**config.mk**
```make
export PLATFORM = sky130hd
export DESIGN_NAME = seq_multiplier_hs
export DESIGN_NICKNAME = d
export VERILOG_FILES = /design/src/rtl/seq_multiplier_hs.sv
export SDC_FILE = /design/constraint.sdc
export NUM_CORES = 1
export LEC_CHECK = 0
export CAP_MARGIN = 10
export CORE_UTILIZATION = 52
export DETAILED_ROUTE_END_ITERATION = 8
export PLACE_DENSITY = 0.73
export SYNTH_ARGS = -nofsm -noshare
export SYNTH_HDL_FRONTEND = slang
export SYNTH_SLANG_ARGS = --single-unit
```
**constraint.sdc**
```tcl
create_clock -name clk -period 4.15 [get_ports clk]
set_input_delay 0.415 -clock clk [delete_from_list [all_inputs] [get_ports clk]]
set_output_delay 0.415 -clock clk [all_outputs]
set_load 0.01 [all_outputs]
```
**src/rtl/seq_multiplier_hs.sv**
```systemverilog
// Sequential shift-add multiplier with valid/ready handshakes on both sides.
// Operands are reduced to magnitudes on accept; the sign is applied once at exit,
// so the accumulator only ever grows during the calculation.
module seq_multiplier_hs #(
    parameter int unsigned WIDTH      = 8,
    parameter bit          EARLY_EXIT = 1'b0
) (
    input  logic               clk,
    input  logic               rst_n,
    input  logic               in_valid,
    output logic               in_ready,
    input  logic [WIDTH-1:0]   in_a,
    input  logic [WIDTH-1:0]   in_b,
    input  logic               in_signed,
    output logic               out_valid,
    input  logic               out_ready,
    output logic [2*WIDTH-1:0] out_product,
    output logic               busy
);

    localparam int unsigned PW = 2 * WIDTH;
    localparam int unsigned SW = $clog2(WIDTH + 1);

    typedef enum logic [1:0] {
        StIdle = 2'd0,
        StCalc = 2'd1,
        StDone = 2'd2
    } state_e;

    state_e          state_q;
    logic [PW-1:0]   ma_q;
    logic [PW-1:0]   acc_q;
    logic [WIDTH-1:0] mb_q;
    logic [SW-1:0]   step_q;
    logic            neg_q;

    logic [PW-1:0]    acc_next;
    logic [WIDTH-1:0] mb_next;
    logic [SW-1:0]    step_next;
    logic             calc_exit;
    logic [PW-1:0]    result;

    // Magnitude of a signed operand; the most-negative value maps to 2^(WIDTH-1),
    // which still fits as an unsigned WIDTH-bit number.
    function automatic logic [WIDTH-1:0] magnitude(input logic [WIDTH-1:0] v,
                                                   input logic             sgn);
        if (sgn && v[WIDTH-1]) begin
            return ~v + WIDTH'(1);
        end
        return v;
    endfunction

    // Handshake flags decode straight from the state register.
    assign in_ready = rst_n && (state_q == StIdle);
    assign busy     = (state_q == StCalc) || (state_q == StDone);

    // One shift-add step and the exit decision for the current CALC cycle.
    always_comb begin
        acc_next  = mb_q[0] ? (acc_q + ma_q) : acc_q;
        mb_next   = mb_q >> 1;
        step_next = step_q + SW'(1);
        calc_exit = (step_next == SW'(WIDTH)) || (EARLY_EXIT && (mb_next == '0));
        result    = neg_q ? (~acc_next + PW'(1)) : acc_next;
    end

    // Control FSM with registered datapath and output registers.
    always_ff @(posedge clk or negedge rst_n) begin
        if (!rst_n) begin
            state_q     <= StIdle;
            ma_q        <= '0;
            mb_q        <= '0;
            acc_q       <= '0;
            step_q      <= '0;
            neg_q       <= 1'b0;
            out_valid   <= 1'b0;
            out_product <= '0;
        end else begin
            case (state_q)
                StIdle: begin
                    if (in_valid) begin
                        ma_q    <= {{WIDTH{1'b0}}, magnitude(in_a, in_signed)};
                        mb_q    <= magnitude(in_b, in_signed);
                        neg_q   <= in_signed & (in_a[WIDTH-1] ^ in_b[WIDTH-1]);
                        acc_q   <= '0;
                        step_q  <= '0;
                        state_q <= StCalc;
                    end
                end
                StCalc: begin
                    acc_q  <= acc_next;
                    ma_q   <= ma_q << 1;
                    mb_q   <= mb_next;
                    step_q <= step_next;
                    if (calc_exit) begin
                        out_product <= result;
                        out_valid   <= 1'b1;
                        state_q     <= StDone;
                    end
                end
                StDone: begin
                    if (out_ready) begin
                        out_valid <= 1'b0;
                        state_q   <= StIdle;
                    end
                end
                default: begin
                    out_valid <= 1'b0;
                    state_q   <= StIdle;
                end
            endcase
        end
    end

endmodule

```
# ---- Yosys cells after proc, flatten, opt, wreduce, memory -nomap -nowiden
# Index checks and enable logic that the tools add are counted.
# W data, S select, Z words.
dict set report totals {
  ff_bits 64
  output_inout_bits 19
}
dict set report op_classes {
  addsub 5
  eq_ne 6
  n_mux 27
  n_bitwise 6
  n_reduce_logical 11
}
# operator count
set op_table {}
lappend op_table {{$mux W16} 4}
lappend op_table {{$pmux W16 S2} 2}
lappend op_table {{$mux W8} 5}
lappend op_table {{$add A16 B1 Y16 const B} 1}
lappend op_table {{$add A16 B16 Y16} 1}
lappend op_table {{$add A8 B1 Y8 const B} 2}
lappend op_table {{$not A16 Y16} 1}
lappend op_table {{$not A8 Y8} 2}
lappend op_table {{$pmux W8 S2} 1}
lappend op_table {{$mux W1} 8}
lappend op_table {{$pmux W4 S2} 1}
lappend op_table {{$mux W2} 3}
lappend op_table {{$ne A2 B2 Y1 const B} 3}
lappend op_table {{$pmux W2 S3} 1}
lappend op_table {{$reduce_and A2 Y1} 3}
lappend op_table {{$reduce_and A3 Y1} 2}
lappend op_table {{$add A4 B1 Y4 const B} 1}
lappend op_table {{$eq A4 B4 Y1 const B} 1}
lappend op_table {{$mux W4} 1}
lappend op_table {{$logic_and A1 B1 Y1} 3}
lappend op_table {{$pmux W1 S3} 1}
lappend op_table {{$eq A2 B1 Y1 const B} 1}
lappend op_table {{$eq A2 B2 Y1 const B} 1}
lappend op_table {{$logic_not A2 Y1} 1}
lappend op_table {{other kinds (5)} 5}

# ---- Longest topological paths before layout
dict set report depth {
  depth_word 7
  mapped_depth 11
}

# ---- Worst setup path before layout
# OpenSTA, ideal clock, no wires.
dict set report synth_timing {
  path_kind {register to register}
  from {register ma_q[0]}
  to {register out_product[15]}
  t_arrival_ns 2.781
  required_ns 4.024
  path_slack_ns 1.243
  path_stages_with_launch 12
  path_buffers 0
  synth_period_minus_slack_ns 2.907
  cell_sequence {dfrtp_1 ha_1 fa_1 a21o_1 a221oi_4 o211ai_2 and2_4 a221oi_4 o211ai_4 nor4b_2 nand3_1 o311a_1}
}
dict set report synth_via {
  elab_chain_len 5
}
# element line
set synth_lines {}
lappend synth_lines {{from (decl)} 31} ;# logic [PW-1:0] ma_q;
lappend synth_lines {{from (signal assigned)} 81} ;# ma_q <= {{WIDTH{1'b0}}, magnitude(in_a, in_signed)};
lappend synth_lines {{from (signal assigned)} 91} ;# ma_q <= ma_q << 1;
lappend synth_lines {{$add A16 B16 Y16 (*)} 59} ;# acc_next = mb_q[0] ? (acc_q + ma_q) : acc_q;
lappend synth_lines {{$mux W16 (*)} 59}
lappend synth_lines {{$not A16 Y16} 63} ;# result = neg_q ? (~acc_next + PW'(1)) : acc_next;
lappend synth_lines {{$add A16 B1 Y16} 63}
lappend synth_lines {{$mux W16 (*)} 63}
lappend synth_lines {{to (signal assigned)} 95} ;# out_product <= result;
lappend synth_lines {{to (decl)} 17} ;# output logic [2*WIDTH-1:0] out_product,
# Every way passes the cells marked *; elsewhere a longest branch is shown, timed or not.
# A chain may end at the register's enable or synchronous reset.

# ---- Worst setup path in the final report
# Ends and elaborated chain as after synthesis.

==> flow_metrics.env <==
export IMPL_die_w_um=92.6
export IMPL_synthesis_yosys_warnings=0
export IMPL_number_of_hold_repair_buffers_added_at_the_cts_stage=0
export IMPL_timing_slew_headroom_pct=45.7
export IMPL_rsz0062_at_grt="no"
export IMPL_design_core_area_um2=7850
export IMPL_number_of_design_rule_violations_left_by_the_first_detailed_router_iteration=202
export IMPL_firstDrtPassIters=4
export IMPL_fmax_mhz=307
export IMPL_cell_internal_pwr_uw=2090
export IMPL_clkLatencyLatePin_ns=0.34
export IMPL_syn_area_per_cell_um2=9.01
export IMPL_final_wirelength_um=9590
export IMPL_cellPowerDensity_nw_per_um2=746
export IMPL_pre_cts_slack_ns=0.920
export IMPL_r2r_start="ma_q[0]$_DFFE_PN0P_"
export IMPL_io_buffers=39
export IMPL_syn_nets=518
export IMPL_async_reset_ff_share_pct=100
export IMPL_drt_drc_violations_left=0
export IMPL_clk_root_buffer_cell="clkbuf_8"
export IMPL_place_detailed_instances=600
export IMPL_tritoncts_num_buffers=9
export IMPL_dp_hpwl_um=7100
export IMPL_syn_inst=474
export IMPL_design_final_nets=553
export IMPL_clock_tree_from_tritoncts="done"
export IMPL_final_common_cell="nand2_1"
export IMPL_critPathLaunchType="register"
export IMPL_drt_vias_per_instance=5.79
export IMPL_worst_endpoint_required_ns=4.38
export IMPL_initial_core_util_pct=54.4
export IMPL_clockPowerShare_pct=18.3
export IMPL_areaGrowthSynthToFinish_pct=17.0
export IMPL_critical_path_peak_fanout=4
export IMPL_synth_seq_area_share_pct=37.5
export IMPL_timing_critical_path_arrival_ns=3.48
export IMPL_globalRoute_totalOverflow=0
export IMPL_grt_start_max_net_pins=65
export IMPL_gp_congestion=0.875
export IMPL_count_of_instances_resized_after_the_clock_tree_is_built=0
export IMPL_antenna_violating_nets_post_route=0
export IMPL_postSynthRegisterBits=64
export IMPL_kind_of_path_behind_the_tightest_hold_check="primary input to asynchronous set/reset pin"
export IMPL_worst_pin_slew_ns=0.815
export IMPL_path_clk_slew_ns=0.08
export IMPL_die_area_um2=8580
export IMPL_floorplan_rows=32
export IMPL_portion_of_the_clock_cycle_consumed_by_the_worst_path_in_the_final_layout_pct=78.4
export IMPL_cts_htree_levels=3
export IMPL_crit_type="register to register"
export IMPL_final_max_slew_violation_count=0
export IMPL_antenna_cells_inserted=0
export IMPL_fillerInstances=682
export IMPL_ios=40
export IMPL_p_leak_uw=0.00217
export IMPL_number_of_antenna_violations_at_the_first_check_in_global_routing=0
export IMPL_report_final_setup_viol=0
export IMPL_postSynth_topFlopCell="dfrtp_1"
export IMPL_clkSinkCount=64
export IMPL_post_synth_num_cell_types=72
export IMPL_layout_min_cycle_time_ns=3.25
export IMPL_synthesis_area_um2=4270
export IMPL_vias=3566
export IMPL_die_h_um=92.6
export IMPL_share_comb_of_total_power_pct=54.1
export IMPL_ys_top_cells_by_area="dfrtp_1 (38%), ha_1 (6.4%), o21ai_0 (6.3%)"
export IMPL_layout_common_cells="nand2_1 (71), dfrtp_1 (64), o21ai_0 (54)"
export IMPL_ir_drop_mv=0.369
export IMPL_relative_contribution_of_sequential_cells_to_total_power_pct=27.6
export IMPL_status="finished clean"
export IMPL_post_route_util_pct=63.6
export IMPL_clockBufferDepth=2
export IMPL_global_route_usage_over_all_layers_pct=24.7
export IMPL_largest_area_contributor_in_the_synthesized_netlist="dfrtp_1"
export IMPL_routedWlPerCell_um=15.6
export IMPL_critPathCaptureType="register"
export IMPL_tns_ns=0
export IMPL_maxCapViolations=0
export IMPL_switching_power_uw=1630
export IMPL_final_hold_violation_count=0
export IMPL_cts_post_setup_buffers_inserted=0
export IMPL_grt_pass1_wl_um=16700
export IMPL_clock_skew_final_ns=0.00947
export IMPL_switching_share_pct=43.8
export IMPL_drive_gt1_share_pct=9.92
export IMPL_post_layout_nonfiller_instances=616
export IMPL_first_global_vias=3477
export IMPL_synth_top_area_share_pct=37.5
export IMPL_synth_edf_count=0
export IMPL_final_setup_worst_slack_ns=0.896
export IMPL_crit_start="ma_q[0]$_DFFE_PN0P_"
[synthesized netlist by cell type, drive strengths merged, types with 3 or more instances]
cell and count:
o211ai 4, xnor2 20, xor2 9, inv 16, a211oi 4, a221oi 5
nand3 10, a21o 6, nand2b 5, nor3 5, a21oi 39, and3 4
nand4 4, nor2 30, o21ai 64, a22o 9, o21a 4, and2 3
buf 5, dfrtp 64, ha 22, o31ai 5, or3 7, a31oi 4
nand2 72, clkbuf 14, mux2i 9
[final cells by class]
type / instances / area [um^2] / area share (%)
clock buffers: 11 / 151 / 3.03
clock inverters: 5 / 103 / 2.05
inverters: 16 / 60.1 / 1.20
multi-input cells: 375 / 2530 / 50.8
flip-flops and latches: 64 / 1600 / 32.1
well taps: 102 / 128 / 2.56
repair buffers: 43 / 415 / 8.32
[registers in the layout (all words and copies together) (netlist names)]
name         flops
ma_q            16
out_product     16
neg_q            1
step_q           4
out_valid        1
mb_q             8
state_q          2
acc_q           16
[routing by layer]
metal | share of wire, % | wire length (um) | GRT usage, %
met5 | 0 | 0 | 0
met4 | 1.0 | 97 | 6.77
met3 | 4.5 | 434 | 4.52
met2 | 45 | 4270 | 39.3
met1 | 50 | 4790 | 34.4
[path summary, 6_finish.rpt]
check	end	slack, ns	depth (start not counted)
min in group clk	out_product[5]$_DFFE_PN0P_	0.47	2
hold / removal	out_product[2]$_DFFE_PN0P_	0.32	2
hold reg to reg	out_product[5]$_DFFE_PN0P_	0.47	2
max in group asynchronous	ma_q[6]$_DFFE_PN0P_	3.28	2
setup / recovery	out_product[15]$_DFFE_PN0P_	0.90	11
setup reg to reg	out_product[15]$_DFFE_PN0P_	0.90	11
[per-stage QoR]
stage,cell area [um^2],power [uW],hold WS [ns]
4_1_cts,4990,3730,0.358
3_3_place_gp,4740,2990,0.449
3_5_place_dp,4740,3040,0.465
2_1_floorplan,4270,2540,0.119
5_1_grt,4990,4020,0.418
6_report,4990,3720,0.316
[worst max-delay path, cell delays in order, from the launching register on]
cell	delay [ns]
dfrtp_1	0.41
ha_1	0.25
fa_1	0.41
a21o_1	0.24
a221o_1	0.35
a221oi_1	0.30
o21bai_1	0.13
xor2_1	0.16
mux2i_1	0.28
nor4b_2	0.33
nand3_1	0.13
o311a_1	0.16
[cell families after synthesis]
| group | synth area share (%) |
|---|---|
| simple gates | 16.7 |
| fa+ha+maj | 6.92 |
| buf+inv | 3.37 |
| flops | 37.5 |
| mux | 2.67 |
| xor+xnor | 5.95 |
| compound gates | 26.9 |
[power groups by stage]
stage	Combinational, uW	Clock [uW]	Sequential, uW
finish	2010	682	1030
global route	2250	715	1060
floorplan	1550	0	989
detailed placement	2010	0	1030
global placement	1960	0	1030
CTS	2010	691	1030
Note: power is estimated with default switching activity, not from simulation.
